==> config.mk <==
export PLATFORM = sky130hd
export DESIGN_NAME = reg_rsp_tx
export DESIGN_NICKNAME = d
export VERILOG_FILES = /design/src/rtl/reg_rsp_tx.sv
export SDC_FILE = /design/constraint.sdc
export NUM_CORES = 1
export LEC_CHECK = 0
export ABC_CLOCK_PERIOD_IN_PS = 7100
export BUFFER_PORTS_ARGS = -buffer_cell sky130_fd_sc_hd__buf_2
export CORE_AREA = 10 10 133 111
export CTS_CLUSTER_SIZE = 10
export DETAILED_ROUTE_END_ITERATION = 6
export DIE_AREA = 0 0 143 121
export SLEW_MARGIN = 20
export SYNTH_ARGS = -nofsm -noshare
export SYNTH_HDL_FRONTEND = slang
export SYNTH_SLANG_ARGS = --single-unit
==> constraint.sdc <==
create_clock -name clk -period 7.1 [get_ports clk]
set_clock_uncertainty 0.2 [all_clocks]
set_input_delay 0.71 -clock clk [delete_from_list [all_inputs] [get_ports clk]]
set_output_delay 0.71 -clock clk [all_outputs]
set_load 0.1 [all_outputs]
==> src/rtl/reg_rsp_tx.sv <==
// reg_rsp_tx: response transmitter for the UART register interface.
//
// Queues read / write-ack requests from the command decoder in a small FIFO,
// reads back the addressed register and sends one 5-byte frame per request
// over the UART TX byte handshake:
//   byte 0 SYNC_BYTE, 1 cmd, 2 addr, 3 register data, 4 cmd ^ addr ^ data
// Each byte waits at most TIMEOUT cycles for tx_done_i. If that limit is hit
// the rest of the frame is dropped and never retried.
//
// Ports:
//   clk, rst        clock (rising edge), synchronous active-high reset
//   req_valid_i     request strobe, sampled every cycle
//   req_cmd_i       8'h01 write-ack, 8'h02 read, anything else is ignored
//   req_addr_i      register address of the request
//   req_ready_o     request FIFO is not full
//   reg_addr_o      register read address, held until the next pop
//   reg_rdata_i     register read data, valid the cycle after reg_addr_o changes
//   tx_done_i       UART TX byte-complete pulse
//   tx_wr_o         one-cycle pulse: UART TX loads data_o
//   data_o          byte to transmit, held between writes
//   busy_o          a frame is in flight or requests are queued
//   timeout_o       one-cycle pulse when a frame is aborted
//   ovf_o           one-cycle pulse when a valid request is dropped (FIFO full)

module reg_rsp_tx #(
  parameter int         DEPTH     = 4,
  parameter logic [7:0] SYNC_BYTE = 8'hA5,
  parameter int         TIMEOUT   = 4096
) (
  input  logic       clk,
  input  logic       rst,
  input  logic       req_valid_i,
  input  logic [7:0] req_cmd_i,
  input  logic [7:0] req_addr_i,
  output logic       req_ready_o,
  output logic [7:0] reg_addr_o,
  input  logic [7:0] reg_rdata_i,
  input  logic       tx_done_i,
  output logic       tx_wr_o,
  output logic [7:0] data_o,
  output logic       busy_o,
  output logic       timeout_o,
  output logic       ovf_o
);

  localparam int AW = $clog2(DEPTH);
  localparam int TW = $clog2(TIMEOUT);

  localparam logic [7:0]    CMD_WACK   = 8'h01;
  localparam logic [7:0]    CMD_READ   = 8'h02;
  localparam logic [2:0]    LAST_IDX   = 3'd4;
  localparam logic [AW:0]   PTR_ONE    = 1;
  localparam logic [TW-1:0] TIMER_ONE  = 1;
  localparam logic [TW-1:0] TIMER_LAST = TW'(TIMEOUT - 1);

  typedef enum logic [1:0] {
    S_IDLE,
    S_FETCH,
    S_SEND,
    S_WAIT
  } state_t;

  typedef struct packed {
    logic [7:0] cmd;
    logic [7:0] addr;
  } req_t;

  // Request FIFO. Pointers carry one extra wrap bit so full and empty can be
  // told apart when the index bits are equal.
  req_t          fifo_mem [DEPTH];
  logic [AW:0]   wr_ptr;
  logic [AW:0]   rd_ptr;
  logic          full;
  logic          empty;
  logic          cmd_ok;
  logic          push;
  logic          pop;
  req_t          head;

  state_t        state_q;
  state_t        state_d;
  logic [7:0]    cmd_q;
  logic [7:0]    addr_q;
  logic [7:0]    data_q;
  logic [7:0]    chk_q;
  logic [2:0]    idx_q;
  logic [TW-1:0] timer_q;

  function automatic logic [7:0] frame_byte(input logic [2:0] i,
                                            input logic [7:0] c,
                                            input logic [7:0] a,
                                            input logic [7:0] d,
                                            input logic [7:0] k);
    case (i)
      3'd0:    return SYNC_BYTE;
      3'd1:    return c;
      3'd2:    return a;
      3'd3:    return d;
      default: return k;
    endcase
  endfunction

  assign full   = (wr_ptr[AW] != rd_ptr[AW]) && (wr_ptr[AW-1:0] == rd_ptr[AW-1:0]);
  assign empty  = (wr_ptr == rd_ptr);
  assign cmd_ok = (req_cmd_i == CMD_WACK) || (req_cmd_i == CMD_READ);
  // Acceptance looks only at full, so a pop in the same cycle never makes
  // room for a push that arrives while the FIFO is full.
  assign push   = req_valid_i && cmd_ok && !full;
  assign pop    = (state_q == S_IDLE) && !empty;
  assign head   = fifo_mem[rd_ptr[AW-1:0]];

  assign req_ready_o = !full;
  assign busy_o      = (state_q != S_IDLE) || !empty;
  assign tx_wr_o     = (state_q == S_SEND);
  assign ovf_o       = req_valid_i && cmd_ok && full;
  // Aborts in the last allowed wait cycle; a tx_done_i in that same cycle wins.
  assign timeout_o   = (state_q == S_WAIT) && !tx_done_i && (timer_q == TIMER_LAST);

  // NOTE: every signal assigned in a combinational block gets a default at the
  // top; a path that leaves one unassigned would infer a latch.
  always_comb begin
    state_d = state_q;
    case (state_q)
      S_IDLE:  if (!empty) state_d = S_FETCH;
      S_FETCH: state_d = S_SEND;
      S_SEND:  state_d = S_WAIT;
      S_WAIT: begin
        if (tx_done_i) begin
          state_d = (idx_q == LAST_IDX) ? S_IDLE : S_SEND;
        end else if (timer_q == TIMER_LAST) begin
          state_d = S_IDLE;
        end
      end
      default: state_d = S_IDLE;
    endcase
  end

  // NOTE: storage arrays carry no reset; the pointers alone define which
  // entries are valid, so clearing the contents would be wasted logic.
  always_ff @(posedge clk) begin
    if (push) fifo_mem[wr_ptr[AW-1:0]] <= '{cmd: req_cmd_i, addr: req_addr_i};
  end

  // NOTE: sequential state uses non-blocking assignments only, so every
  // register samples values from before the edge regardless of statement order.
  always_ff @(posedge clk) begin
    if (rst) begin
      state_q    <= S_IDLE;
      wr_ptr     <= '0;
      rd_ptr     <= '0;
      cmd_q      <= '0;
      addr_q     <= '0;
      data_q     <= '0;
      chk_q      <= '0;
      idx_q      <= '0;
      timer_q    <= '0;
      data_o     <= '0;
      reg_addr_o <= '0;
    end else begin
      state_q <= state_d;
      if (push) wr_ptr <= wr_ptr + PTR_ONE;
      if (pop) begin
        rd_ptr     <= rd_ptr + PTR_ONE;
        cmd_q      <= head.cmd;
        addr_q     <= head.addr;
        reg_addr_o <= head.addr;
      end
      case (state_q)
        S_FETCH: begin
          data_q <= reg_rdata_i;
          chk_q  <= cmd_q ^ addr_q ^ reg_rdata_i;
          idx_q  <= '0;
          data_o <= SYNC_BYTE;
        end
        S_SEND: timer_q <= '0;
        S_WAIT: begin
          if (tx_done_i) begin
            if (idx_q != LAST_IDX) begin
              idx_q  <= idx_q + 3'd1;
              // Load the next byte while moving to S_SEND so data_o is
              // already valid in the cycle tx_wr_o is high.
              data_o <= frame_byte(idx_q + 3'd1, cmd_q, addr_q, data_q, chk_q);
            end
          end else begin
            timer_q <= timer_q + TIMER_ONE;
          end
        end
        default: ;
      endcase
    end
  end

endmodule

; ---- Word level (Yosys, flattened, before mapping)
; Memories as Yosys holds them, arrays and structs flattened. A register that Yosys moved wholly into a read port is not among the register bits.
; Index checks and enable logic that the tools add are counted.
[classes]
add_sub_neg = 4
eq_ne = 19
muxes = 16
bitwise_logic = 2
n_reduce_logical = 20
[op_table]
columns = operator, count
row1 = case mux 8 bit (4 select lines), 1
row2 = case mux 12 bit (2 select lines), 1
row3 = 2-to-1 mux 8 bit, 2
row4 = case mux 8 bit (2 select lines), 1
row5 = bitwise XOR 8 bit, 2
row6 = adder 12 x 1 -> 12 bit (second input constant), 1
row7 = equality test 12 bit (second input constant), 1
row8 = 2-to-1 mux 12 bit, 1
row9 = adder 3 x 1 -> 3 bit (second input constant), 3
row10 = equality test 8 x 1 -> 1 bit (second input constant), 1
row11 = equality test 8 x 2 -> 1 bit (second input constant), 1
row12 = 2-to-1 mux 2 bit, 4
row13 = case mux 2 bit (4 select lines), 1
row14 = logical AND 1 bit, 7
row15 = equality test 3 x 2 -> 1 bit (second input constant), 2
row16 = 2-to-1 mux 3 bit, 2
row17 = != test 2 bit (second input constant), 3
row18 = case mux 3 bit (2 select lines), 1
row19 = nonzero test 2 bit, 3
row20 = equality test 2 bit (second input constant), 2
row21 = AND reduction 2 bit, 2
row22 = equality test 3 x 1 -> 1 bit (second input constant), 1
row23 = equality test 3 bit, 1
row24 = equality test 3 bit (second input constant), 1
row25 = 12 further kinds, 16
[word_totals]
regBits = 47
ramBits = 64
inputBits = 28
out_inout_bits = 21
elab_cells = 70
memories = 1
[memory_table]
columns = name, words, word_bits, rd, rd_clocked_by_memory_dff, write_ports, line
row1 = fifo_mem, 4, 16, 1, 1, 1, 70  ; req_t fifo_mem [DEPTH];

; ---- Logic depth before layout (Yosys ltp)
[logic_depth]
word_depth = 6
depth_mapped = 8
mapped_depth_nobuf = 6

; ---- Worst setup path before layout
; OpenSTA, ideal clock, no wires.
[synth_path]
path_type = input port to output port
startpoint = input port req_cmd_i[3]
endpoint = output port ovf_o
t_arrival_ps = 3048
required_ps = 6190
setup_slack_ps = 3142
cell_stages = 3
path_buffers = 0
path_cell_list = or4b_4 or4_4 nor2_1
[synth_via]
elab_chain_cells = 4
word_cells_on_any_way = 5
cone_classes = 2 x eq/ne / 3 x reduce/logical
[synth_rtl]
columns = item, line
row1 = from (decl), 33  ; input logic [7:0] req_cmd_i,
row2 = equality test 8 x 1 -> 1 bit or equality test 8 x 2 -> 1 bit (tied branches), 105  ; assign cmd_ok = (req_cmd_i == CMD_WACK) || (req_cmd_i == CMD_READ);
row3 = logical OR 1 bit (*), 105
row4 = logical AND 1 bit (*) (2 in a row), 115  ; assign ovf_o = req_valid_i && cmd_ok && full;
row5 = to (decl), 43  ; output logic ovf_o
; Every way passes the cells marked *; elsewhere a longest branch is shown, timed or not.

; ---- Worst setup path after layout
[layout_path]
startpoint = register rd_ptr[1]
endpoint = output port ovf_o
[layout_via]
elab_chain_cells = 3
[layout_rtl]
columns = item, line
row1 = from (decl), 72  ; logic [AW:0] rd_ptr;
row2 = from (signal assigned), 163  ; rd_ptr <= rd_ptr + PTR_ONE;
row3 = equality test 2 bit, 103  ; assign full = (wr_ptr[AW] != rd_ptr[AW]) && (wr_ptr[AW-1:0] == rd_ptr[AW-1:0]);
row4 = logical AND 1 bit, 103
row5 = logical AND 1 bit, 115
; No other way between the ends.

==> run_results.csv <==
group,metric,value,unit
layout,area_growth_syn_to_layout,18.12,%
pwr,p_int,1.438,mW
drt,drt-vias-per-instance,5.425,
layout,mostFrequentLayoutCells,"sky130_fd_sc_hd__nand2_1, sky130_fd_sc_hd__a21oi_1, sky130_fd_sc_hd__edfxtp_1",
drt,routed_length_per_placed_instance,17.54,µm
sta,finalCritPeriodShare,55.89,%
grt,grt_pass1_wl,19.56,mm
sta,finalSetupViolCount,0,
pwr,max_ir_drop_vdd,0.2032,mV
pwr,power.combinational.fraction,13.7,%
critical_path,cp.required,6.19,ns
cts,maximum_number_of_buffers_from_clock_root_to_sink,2,
synth,netlist_instances,468,
sta,timing.slew.headroom,29.66,%
cts,cts-resized-gates,0,
cts,postCtsSetupRepairBufs,0,
critical_path,cells_on_worst_reg2reg_path,4,
layout,postLayoutCoreUtil,52.56,%
sta,final_hold_vio_count,0,
synth,synth_seq_cells,127,
critical_path,worst_r2r_startpoint,"rd_ptr[1]$_SDFFE_PP0P_",
cts,clkLatencyLatePin,0.41,ns
critical_path,critical_path.reg2reg.endpoint,"fifo_mem[1][3]$_DFFE_PP_",
drt,antenna_violating_nets_post_route,0,
floorplan,rows,36,
synth,syn-cell-area,5351,µm²
synth,post-synth-top-area-cell,"sky130_fd_sc_hd__edfxtp_1",
critical_path,critical_path.max_fanout,20,
grt,pin_count_of_the_biggest_net_entering_global_routing,54,
cts,clk_pin_slew,0.05,ns
synth,synth-warning-count,0,
synth,synth-edff-count,64,
synth,unique_cell_type_count_in_the_yosys_netlist,47,
drt,drt_iter0_markers,343,
pwr,powerDensity,311.8,nW/µm²
sta,grt_setup_unrepaired,"no",
placement,place.gp.congestion,0.7843,
run_status,run_status,"finished, final reports clean",
critical_path,end_kind,"output pin",
layout,final_cells,678,
pwr,power_frac_seq,41.6,%
floorplan,die_area,17300,µm²
layout,antenna-diode-count,0,
drt,drt_wl_total,11.89,mm
sta,setup-tns-final,0,ns
cts,root_buffer,"sky130_fd_sc_hd__clkbuf_16",
synth,post_synth.cell_area_avg,11.43,µm²
synth,synth-main-ff-cell,"sky130_fd_sc_hd__edfxtp_1",
drt,vias,3678,
grt,first_global_vias,3649,
drt,detail_route.first_pass.iterations,5,
placement,hpwl,8.036,mm
grt,antenna_found_initial,0,
critical_path,start_kind,"flop",
sta,worst_slew_pin_slew,1.055,ns
synth,synth_sequential_area_ratio,59.48,%
synth,async_reset_ff_share,0,%
floorplan,ios,49,
hold_path,hold_depth,2,
drt,detail_route.drc_violations,0,
cts,cts_sinks,127,
critical_path,worstSetupPathType,"flop to output pin",
grt,globalRouteTotalUtil,14.33,%
pwr,netSwitchingPower,0.5327,mW
grt,overflow,0,
cts,tritoncts,"built",
floorplan,placeableCoreArea,12030,µm²
critical_path,worstPathArrival,3.06,ns
floorplan,starting_density_of_the_core,44.50,%
cts,tritoncts_buffers,17,
sta,finalMaxSlewViolations,0,
layout,final_common_cell,"sky130_fd_sc_hd__nand2_1",
floorplan,dieHeight,121,µm
pwr,power.share.switching,27.03,%
cts,h-tree-depth,4,
layout,final_net_count,552,
synth,synth_top_area_share,35.91,%
critical_path,setup.worst_path.end,"ovf_o",
flow_run,max-cap-violations,0,
pwr,power.clock.fraction,44.7,%
cts,cts.hold.buffers_added,0,
pwr,static-leakage-power,2.168,nW
placement,placed_cells_incl_taps,646,
synth,syn-num-nets,507,
sta,fmax,0.2520,GHz
sta,finalWorstPathRequiredPeriod,3.968,ns
floorplan,die-width,143,µm
critical_path,worst_setup_path_startpoint,"rd_ptr[1]$_SDFFE_PP0P_",
critical_path,reg2reg_setup_slack,3.91,ns
layout,post_route_cells_drive_above_1_share,20.15,%
synth,synth.top_cells.by_area,"sky130_fd_sc_hd__edfxtp_1, sky130_fd_sc_hd__dfxtp_1, sky130_fd_sc_hd__mux4_2",
placement,place.port_buffers,48,
hold_path,min-delay-path-class,"flop to flop",
## critical path: stages (launching register included)
cell and delay (ns):
sky130_fd_sc_hd__dfxtp_1 0.96, sky130_fd_sc_hd__xor2_1 0.27, sky130_fd_sc_hd__nor3_1 0.59, sky130_fd_sc_hd__inv_1 0.26, sky130_fd_sc_hd__nor2_1 0.14, sky130_fd_sc_hd__buf_2 0.43
## power by group through the flow
stage / Sequential, mW / Combinational, mW / Clock, mW
global placement: 0.834 / 0.270 / 0
global route: 0.824 / 0.293 / 0.936
CTS: 0.820 / 0.274 / 0.894
floorplan: 0.891 / 0.152 / 0
detailed placement: 0.835 / 0.273 / 0
finish: 0.820 / 0.271 / 0.880
## flip-flops by register name, indices dropped and copies added (netlist names)
name,count
cmd_q,8
wr_ptr,3
idx_q,3
data_q,8
chk_q,8
timer_q,12
state_q,2
addr_q,8
data_o,8
fifo_mem,64
rd_ptr,3
## logic make-up (layout without fill, tap and decap cells)
kind of cell | Yosys count | count (layout) | share of synthesized area [%]
adder cells (fa/ha/maj) | 11 | 11 | 2.572
flip-flops | 127 | 127 | 59.48
multiplexers | 17 | 17 | 6.921
XOR/XNOR | 28 | 28 | 4.583
buffers and inverters | 36 | 94 | 2.572
AND/OR/NAND/NOR | 145 | 145 | 12.79
AO/OA/AOI/OAI | 104 | 104 | 11.08
## final cells by class
class,instances,area [µm²]
repair buffers,51,262.8
flip-flops and latches,127,3183
clock inverters,13,162.7
well taps,152,190.2
fillers,1047,5705
inverters,11,41.29
clock buffers,19,442.9
multi-input cells,305,2038
## Yosys cell counts (2+ instances only)
cell and n:
sky130_fd_sc_hd__nor3_1 2, sky130_fd_sc_hd__a21boi_0 2, sky130_fd_sc_hd__a22oi_1 6, sky130_fd_sc_hd__dfxtp_1 63, sky130_fd_sc_hd__edfxtp_1 64, sky130_fd_sc_hd__nand4_1 6
sky130_fd_sc_hd__a222oi_1 4, sky130_fd_sc_hd__ha_1 11, sky130_fd_sc_hd__nor2_1 18, sky130_fd_sc_hd__a21oi_1 65, sky130_fd_sc_hd__or3_1 4, sky130_fd_sc_hd__inv_1 11
sky130_fd_sc_hd__nand2_1 76, sky130_fd_sc_hd__or2_2 3, sky130_fd_sc_hd__mux4_2 16, sky130_fd_sc_hd__buf_2 2, sky130_fd_sc_hd__o21ai_0 16, sky130_fd_sc_hd__nand2b_1 2
sky130_fd_sc_hd__a311oi_1 2, sky130_fd_sc_hd__xnor2_1 21, sky130_fd_sc_hd__xor2_1 7, sky130_fd_sc_hd__and4_1 3, sky130_fd_sc_hd__nor4_1 2, sky130_fd_sc_hd__nand3_1 13
sky130_fd_sc_hd__a31oi_1 2, sky130_fd_sc_hd__and3_1 3, sky130_fd_sc_hd__and2_1 3, sky130_fd_sc_hd__clkbuf_1 22
## metal layers
metal | vias up | GRT usage, % | part of all wire [%]
li1 | 1795 | - | -
met1 | 1779 | 19.51 | 49
met2 | 92 | 21.84 | 45
met3 | 12 | 3.873 | 4.6
met4 | 0 | 4.311 | 0.97
met5 | - | 0 | 0
## worst min path at each step
stage	from	end	slack, ns
floorplan	chk_q[0]$_SDFFE_PP0N_	chk_q[0]$_SDFFE_PP0N_	0.23
global placement	chk_q[4]$_SDFFE_PP0N_	chk_q[4]$_SDFFE_PP0N_	0.24
detailed placement	chk_q[3]$_SDFFE_PP0N_	chk_q[3]$_SDFFE_PP0N_	0.25
CTS	chk_q[3]$_SDFFE_PP0N_	chk_q[3]$_SDFFE_PP0N_	0.25
global route	data_q[5]$_SDFFE_PP0N_	data_q[5]$_SDFFE_PP0N_	0.27
finish	chk_q[3]$_SDFFE_PP0N_	chk_q[3]$_SDFFE_PP0N_	0.25
## per-stage QoR
| step | setup slack [ns] | instance area [µm²] | power, mW | hold WS (ns) |
|---|---|---|---|---|
| finish | 3.132 | 6321 | 1.971 | 0.2508 |
| global route | 2.883 | 6321 | 2.053 | 0.2716 |
| CTS | 3.111 | 6319 | 1.987 | 0.2517 |
| detailed placement | 3.603 | 5713 | 1.108 | 0.2455 |
| global placement | 3.697 | 5713 | 1.104 | 0.2402 |
| floorplan | 3.142 | 5351 | 1.043 | 0.2323 |
Power figures use the tool's default switching activity.
